`src/rtl/cnt_arb_pkg.sv`:
```
// Shared definitions for the round-robin counter arbiter: FSM encoding and default sizing.
package cnt_arb_pkg;

    typedef enum logic [1:0] {
        StIdle  = 2'd0,
        StGrant = 2'd1,
        StGap   = 2'd2
    } arb_state_e;

    localparam int unsigned DefN       = 4;
    localparam int unsigned DefIdw     = 2;
    localparam int unsigned DefMaxHold = 8;
    localparam int unsigned DefHw      = 4;

endpackage

```
`src/rtl/rr_pick.sv`:
```
// Combinational rotating-priority picker: first asserted request at base, base+1, ...
// with the index wrapping by IDW-bit truncation.
module rr_pick #(
    parameter int unsigned N   = 4,
    parameter int unsigned IDW = 2
) (
    input  logic [N-1:0]   req_i,
    input  logic [IDW-1:0] base_i,
    output logic           valid_o,
    output logic [IDW-1:0] sel_o
);

    logic [IDW-1:0] idx;

    // Scan from base upward; the first hit wins and later hits are ignored.
    always_comb begin
        valid_o = 1'b0;
        sel_o   = '0;
        idx     = '0;
        for (int unsigned i = 0; i < N; i++) begin
            idx = base_i + IDW'(i);
            if (!valid_o && req_i[idx]) begin
                valid_o = 1'b1;
                sel_o   = idx;
            end
        end
    end

endmodule

```
`src/rtl/cnt_rr_arbiter.sv`:
```
// Round-robin arbiter for a shared counter datapath: one grantee at a time, bounded hold,
// one dead cycle between grants, priority rotating past the last grantee.
module cnt_rr_arbiter
    import cnt_arb_pkg::*;
#(
    parameter int unsigned N        = DefN,
    parameter int unsigned IDW      = DefIdw,
    parameter int unsigned MAX_HOLD = DefMaxHold,
    parameter int unsigned HW       = DefHw
) (
    input  logic           w_clk,
    input  logic           w_rst,
    input  logic [N-1:0]   w_req,
    input  logic [N-1:0]   w_done,
    output logic [N-1:0]   w_gnt,
    output logic [IDW-1:0] w_gnt_id,
    output logic           w_busy,
    output logic           w_timeout
);

    arb_state_e     state_q, state_d;
    logic [IDW-1:0] ptr_q, ptr_d;
    logic [HW-1:0]  hold_q, hold_d;
    logic [N-1:0]   gnt_q, gnt_d;
    logic [IDW-1:0] gnt_id_q, gnt_id_d;
    logic           busy_q, busy_d;
    logic           timeout_q, timeout_d;

    logic           pick_valid;
    logic [IDW-1:0] pick_sel;
    logic           own_done;
    logic           own_req;
    logic           hold_max;
    logic           release_now;

    rr_pick #(
        .N   (N),
        .IDW (IDW)
    ) u_rr_pick (
        .req_i   (w_req),
        .base_i  (ptr_q),
        .valid_o (pick_valid),
        .sel_o   (pick_sel)
    );

    // Only the current grantee's done/req bits matter; all others are ignored.
    assign own_done    = w_done[gnt_id_q];
    assign own_req     = w_req[gnt_id_q];
    assign hold_max    = (hold_q == HW'(MAX_HOLD - 1));
    assign release_now = own_done || !own_req || hold_max;

    // State and registered outputs; reset overrides everything.
    always_ff @(posedge w_clk) begin
        if (w_rst) begin
            state_q   <= StIdle;
            ptr_q     <= '0;
            hold_q    <= '0;
            gnt_q     <= '0;
            gnt_id_q  <= '0;
            busy_q    <= 1'b0;
            timeout_q <= 1'b0;
        end else begin
            state_q   <= state_d;
            ptr_q     <= ptr_d;
            hold_q    <= hold_d;
            gnt_q     <= gnt_d;
            gnt_id_q  <= gnt_id_d;
            busy_q    <= busy_d;
            timeout_q <= timeout_d;
        end
    end

    // Next-state: IDLE -> GRANT on any request, GRANT -> GAP on release, GAP lasts one cycle.
    always_comb begin
        state_d = state_q;
        case (state_q)
            StIdle:  if (pick_valid) state_d = StGrant;
            StGrant: if (release_now) state_d = StGap;
            StGap:   state_d = StIdle;
            default: state_d = StIdle;
        endcase
    end

    // Datapath and output next values for the grant, pointer and hold counter.
    always_comb begin
        ptr_d     = ptr_q;
        hold_d    = hold_q;
        gnt_d     = gnt_q;
        gnt_id_d  = gnt_id_q;
        busy_d    = busy_q;
        timeout_d = 1'b0;
        case (state_q)
            StIdle: begin
                gnt_d  = '0;
                busy_d = 1'b0;
                if (pick_valid) begin
                    gnt_d[pick_sel] = 1'b1;
                    gnt_id_d        = pick_sel;
                    hold_d          = '0;
                    busy_d          = 1'b1;
                end
            end
            StGrant: begin
                if (release_now) begin
                    gnt_d     = '0;
                    busy_d    = 1'b0;
                    ptr_d     = gnt_id_q + IDW'(1);
                    hold_d    = '0;
                    // Forced release only when neither done nor withdrawal ended the grant.
                    timeout_d = !own_done && own_req;
                end else begin
                    hold_d = hold_q + HW'(1);
                end
            end
            StGap: begin
                gnt_d  = '0;
                busy_d = 1'b0;
            end
            default: begin
                gnt_d  = '0;
                busy_d = 1'b0;
            end
        endcase
    end

    assign w_gnt     = gnt_q;
    assign w_gnt_id  = gnt_id_q;
    assign w_busy    = busy_q;
    assign w_timeout = timeout_q;

endmodule

```
`config.mk`:
```
export PLATFORM = sky130hd
export DESIGN_NAME = cnt_rr_arbiter
export DESIGN_NICKNAME = d
export VERILOG_FILES = /design/src/rtl/cnt_arb_pkg.sv /design/src/rtl/rr_pick.sv /design/src/rtl/cnt_rr_arbiter.sv
export SDC_FILE = /design/constraint.sdc
export NUM_CORES = 1
export LEC_CHECK = 0
export CELL_PAD_IN_SITES_DETAIL_PLACEMENT = 0
export CELL_PAD_IN_SITES_GLOBAL_PLACEMENT = 1
export CORE_AREA = 10 10 59 61
export CTS_CLUSTER_SIZE = 16
export DETAILED_ROUTE_END_ITERATION = 10
export DIE_AREA = 0 0 69 71
export PLACE_DENSITY = 0.78
export SYNTH_ARGS = -nofsm -noshare
export SYNTH_HDL_FRONTEND = slang
export SYNTH_HIERARCHICAL = 1
export SYNTH_SLANG_ARGS = --single-unit
```
`constraint.sdc`:
```
create_clock -name w_clk -period 1.9 [get_ports w_clk]
set_input_delay 0.19 -clock w_clk [delete_from_list [all_inputs] [get_ports w_clk]]
set_output_delay 0.19 -clock w_clk [all_outputs]
set_load 0.02 [all_outputs]
```
Word-level counts from Yosys, hierarchy flattened
Cells that the tools add are included.
Widths: inputs -> output; s select.

word-level totals
  register bits after elaboration = 16
  latch bits = 0
  bits in writable memories = 0
  bits in read-only memories = 0
  bits of input ports = 10
  output and inout bits = 8
  memories kept = 0

cells by class
  add/subtract/negate cells = 5
  $mul = 0
  divide/modulo/power cells = 0
  magnitude comparators = 7
  eq/ne operators = 4
  shift operators = 0
  multiplexer cells = 34
  bitwise logic cells = 2
  reductions and logical operators = 19

operator list
  operator             number
  $lt 2x3->1 const B   6
  $mux 4               4
  $pmux 4 s2           2
  $mux 1               13
  $bmux 1 s2           6
  $mux 2               6
  $reduce_and 2->1     4
  $logic_and 1x1->1    5
  $logic_not 1->1      5
  $add 2x1->2 const B  2
  $add 2x2->2 const B  2
  $add 4x1->4 const B  1
  $eq 4x3->1 const B   1
  $ne 2x2->1 const B   2
  $pmux 2 s2           1
  $reduce_or 3->1      1
  $demux 1 s2          1
  $eq 2x1->1 const B   1
  $ge 2x1->1 const B   1
  $logic_not 2->1      1
  $logic_or 1x1->1     2
  $not 1->1            2
  $pmux 1 s2           1
  $reduce_bool 2->1    1

Longest topological paths before layout
  depth in word-level cells = 18
  depth in mapped cells = 7

Modules after synthesis
The synthesis kept the hierarchy.

modules (own cells, without submodules)
  module          times used  cells an instance  area each (µm²)  seq. area each (µm²)
  cnt_rr_arbiter  1           80                 720.7            320.3
  rr_pick         1           15                 77.6             0.0

Worst setup path before layout
No wires, ideal clock.

  path type = register -> register
  start point = reg gnt_id_q[0], in the netlist w_gnt_id[0]
  end point = reg ptr_q[0]
  data arrival time = 1.579 ns
  required time = 1.779 ns
  slack = 0.199 ns
  stages on the path, launching flop included = 4
  path buffers = 0
  period minus slack after synthesis = 1.701 ns
  cell sequence = dfxtp_1 > mux4_2 > a21o_1 > mux2_4

on the way
  cells in the longest elaborated chain, start to end = 6
  elaborated cells between the ends (all ways) = 9
  classes of those cells = 1 x add/sub; 4 x mux; 4 x reduce/logical

ends and longest elaborated chain
  what                            line                  RTL
  start, declared                 cnt_rr_arbiter.sv:25  logic [IDW-1:0] gnt_id_q, gnt_id_d;
  start signal, assigned          cnt_rr_arbiter.sv:67  gnt_id_q <= gnt_id_d;
  $bmux 1 s2                      cnt_rr_arbiter.sv:48  assign own_req = w_req[gnt_id_q];
  $mux 1 (not written as such)    cnt_rr_arbiter.sv:48
  $logic_not 1->1                 cnt_rr_arbiter.sv:50  assign release_now = own_done || !own_req || hold_max;
  $logic_or 1x1->1 (2 in series)  cnt_rr_arbiter.sv:50
  $reduce_and 2->1 (no line)      -
  end signal, assigned            cnt_rr_arbiter.sv:64  ptr_q <= ptr_d;
  end, declared                   cnt_rr_arbiter.sv:22  logic [IDW-1:0] ptr_q, ptr_d;

Parallel ways exist; a longest one is shown, timed or not. The select of a mux whose other input is x is not followed.
A chain may end at the register's enable or synchronous reset.

Final worst setup path
  start point = in w_req[2]
  end point = reg ptr_q[0]

on the way
  cells in the longest elaborated chain, start to end = 6

ends and longest elaborated chain
  what                            line                  RTL
  start, declared                 cnt_rr_arbiter.sv:13  input logic [N-1:0] w_req,
  $bmux 1 s2                      cnt_rr_arbiter.sv:48
  $mux 1 (not written as such)    cnt_rr_arbiter.sv:48
  $logic_not 1->1                 cnt_rr_arbiter.sv:50
  $logic_or 1x1->1 (2 in series)  cnt_rr_arbiter.sv:50
  $reduce_and 2->1 (no line)      -

No other way between the ends. The select of a mux whose other input is x is not followed.

==> results.md <==
• outcome: finished, final reports clean
• cell leakage power: 0.000439 uW
• EDFF count, synth: 0
• portion of the clock cycle consumed by the worst path in the final layout: 0.856
• Critical Path Source Type: input pin
• placeable core region: 0.00239 sq mm
• number of I/O port buffers: 17
• worst min path class: flop to flop
• area of the die: 0.00490 sq mm
• Internal Dissipation: 566 uW
• setup repair after global routing missed its margin: no
• number of standard cells after synthesis: 95
• quantity of gates resized following cts: 0
• share of synthesized area occupied by flip-flops and latches: 0.401
• number of distinct library cells after synthesis: 33
• fraction of layout cells with a size suffix above 1: 0.149
• wire length of the first global-routing pass: 3440 um
• setup fix buffers added after clock tree synthesis: 0
• total chip power: 803 uW
• overall die width: 69 um
• detailed placement HPWL: 1490 um
• dominant cell type by area after synthesis: sky130_fd_sc_hd__dfxtp_1
• signed area change from the synthesized netlist to the final layout: 36.5%
• fraction of registers with async set/reset: 0
• Period minus WS final: 1.63 ns
• maximum level of the CTS H-tree: 1
• aggregate negative setup slack: 0 ns
• Hold Vio Cnt, Final: 0
• final core occ: 0.456
• Inst Count DP: 148
• number of global-route vias before repair: 773
• # hold bufs at CTS: 0
• initial antenna violation count: 0
• number of violations of the max-capacitance limit: 0
• Critical path buffers and inverters: 1
• most common cell in the netlist: sky130_fd_sc_hd__dfxtp_1
• Switching Power: 238 uW
• net switching share of the total power: 0.296
• post-route insts no fill: 151
• critical path arrival: 1.79 ns
• Slew Limit Fails: 0
• Setup WS post-layout: 0.274 ns
• combined flip-flop and latch cell area: 320 sq um
• Post-Route Skew: 0.00321 ns
• Tot GR Track Use: 0.0812
• category of cells accounting for the largest share of critical-path delay: multiplexers
• largest driver fanout on the critical path: 4
• TritonCTS clock tree: built
• initial DRC count: 13
• Syn Area/Cell: 8.40 sq um
• clock sinks: 16
• initial cell density of the core: 0.334
• number of design rule violations left after detail routing: 0
• number of detailed-route iterations in the first pass: 4
• count of nets left with antenna violations after detail routing: 0
• netlist area before placement: 798 sq um
• total via count after detailed routing: 752
• average wire per cell in the routed design: 12.1 um
• diodes inserted: 0
• category of the critical setup timing path: input pin to flop
• fill cell count: 260
• net count after synthesis: 106
• count of state elements after synthesis: 16
• routability cong.: 0.845
• maximum number of pins on one net before global-route repair: 16
• share of power burned in the clock network: 0.211
• most numerous cell types in the synthesized netlist: sky130_fd_sc_hd__dfxtp_1, sky130_fd_sc_hd__nor2_1, sky130_fd_sc_hd__a21oi_1, sky130_fd_sc_hd__nor2b_1, sky130_fd_sc_hd__inv_1
• Reg clk slew, reported paths: 0.09 ns
• # nets final: 134
• number of buffers added by the clock tree synthesis step: 3
• number of endpoints failing setup at the final stage: 0
• DIE HEIGHT: 71 um
• overflow left after global routing: 0
• cell type of the slowest stage on the worst timing path: sky130_fd_sc_hd__mux4_2
• Yosys warning count: 6
• measured slew at the worst slew-check pin: 0.557 ns
• number of vias per cell: 4.98
• Crit path required time: 2.07 ns
• CTS root buffer: sky130_fd_sc_hd__clkbuf_4
• wire length after detailed routing: 1830 um
• io pins: 18
• area share of the largest cell type after synthesis: 0.401
• insertion delay of the later-clocked pin in the worst-skew pair: 0.27 ns
• register share of total power: 0.482
• delay contributed by the slowest stage of the critical path: 0.46 ns
• element type at the critical path end: flop
• commonest register cell after synthesis: sky130_fd_sc_hd__dfxtp_1
• Max-Slew Margin vs Limit: 0.628
• total power divided by cell area: 737 mW/mm^2
• top cells by area, synth: sky130_fd_sc_hd__dfxtp_1, sky130_fd_sc_hd__nor2_1, sky130_fd_sc_hd__nor2b_1
• # rows: 18
• Logic pwr share: 0.307
• maximum buffer depth of the clock tree: 2
• Peak supply drop: 0.494 mV
• worst slack at placement: -0.0208 ns
• worst-path cell chain: clkdlybuf4s50_1, nor2b_1, mux4_2, a21o_1, mux2_4
• Max Clock Freq: 0.615 GHz
• area of the multi-input gates: 427 sq um
-- kinds of logic after synthesis --
group / Yosys count / synth area share
AOI/OAI and AO/OA: 24 / 0.199
xor gates and xnor gates: 1 / 0.0110
adders and majority gates: 1 / 0.0157
buffers and inverters: 13 / 0.0643
DFF: 16 / 0.401
muxes: 4 / 0.0721
and+or+nand+nor: 36 / 0.237
-- worst min-delay path, cell delays in order, from the launching register on --
cell and delay (ns):
sky130_fd_sc_hd__dfxtp_1 0.32, sky130_fd_sc_hd__nand3_1 0.06, sky130_fd_sc_hd__a21oi_1 0.06
-- power by group through the flow --
stage / combinational [uW] / sequential [uW] / clock, uW
detailed placement: 248 / 395 / 0
global placement: 247 / 395 / 0
finish: 247 / 387 / 170
floorplan: 124 / 410 / 0
CTS: 250 / 387 / 180
global route: 276 / 394 / 193
-- state kept, by name, indices dropped and copies added (netlist names) --
name	flops
state_q	2
w_timeout	1
hold_q	4
w_gnt_id	2
w_busy	1
w_gnt	4
ptr_q	2
-- final cells by class --
class                           count  area share
Multi-Input combinational cell     66       0.392
Sequential cell                    16       0.294
Timing Repair Buffer               28       0.232
Tap cell                           30      0.0344
Clock buffer                        3      0.0207
Inverter                            8      0.0276
-- final timing paths --
| kind | from | endpoint | slack (ns) | cells after the start |
|---|---|---|---|---|
| worst min-delay path | w_busy$_SDFFE_PP0P_ | w_busy$_SDFFE_PP0P_ | 0.48 | 2 |
| worst max-delay path | w_req[2] | ptr_q[0]$_SDFFE_PP0P_ | 0.27 | 5 |
| worst max register to register | hold_q[0]$_SDFFE_PP0P_ | hold_q[3]$_SDFFE_PP0P_ | 0.32 | 5 |
| worst min register to register | w_busy$_SDFFE_PP0P_ | w_busy$_SDFFE_PP0P_ | 0.48 | 2 |
-- through the flow --
step / instance area, sq um / hold WS (ns)
finish: 1090 / 0.477
global route: 1090 / 0.530
CTS: 1090 / 0.484
detailed placement: 1070 / 0.464
global placement: 1070 / 0.465
floorplan: 798 / 0.471
-- layout by cell type (no fill, tap or decap), types with 2 or more instances in the layout --
cell type                         Yosys  routed
sky130_fd_sc_hd__a211oi_1             3       3
sky130_fd_sc_hd__a21oi_1              8       8
sky130_fd_sc_hd__a31oi_1              3       3
sky130_fd_sc_hd__a32oi_1              2       2
sky130_fd_sc_hd__buf_4                0      11
sky130_fd_sc_hd__clkbuf_4             0       3
sky130_fd_sc_hd__clkdlybuf4s50_1      0      17
sky130_fd_sc_hd__dfxtp_1             16      16
sky130_fd_sc_hd__inv_1                7       7
sky130_fd_sc_hd__mux2i_1              2       2
sky130_fd_sc_hd__nand2_1              2       2
sky130_fd_sc_hd__nand2b_1             2       2
sky130_fd_sc_hd__nand3_1              2       2
sky130_fd_sc_hd__nor2_1              14      14
sky130_fd_sc_hd__nor2b_1              8       8
sky130_fd_sc_hd__nor3b_1              3       3
sky130_fd_sc_hd__o21ai_0              2       2
-- metal layers --
layer / vias up / share of wire / GRT usage
li1: 390 / - / -
met1: 348 / 0.46 / 0.0926
met2: 12 / 0.46 / 0.127
met3: 2 / 0.072 / 0.0377
met4: 0 / 0.011 / 0.0358
met5: - / 0 / 0
(Power assumes the default switching activity.)
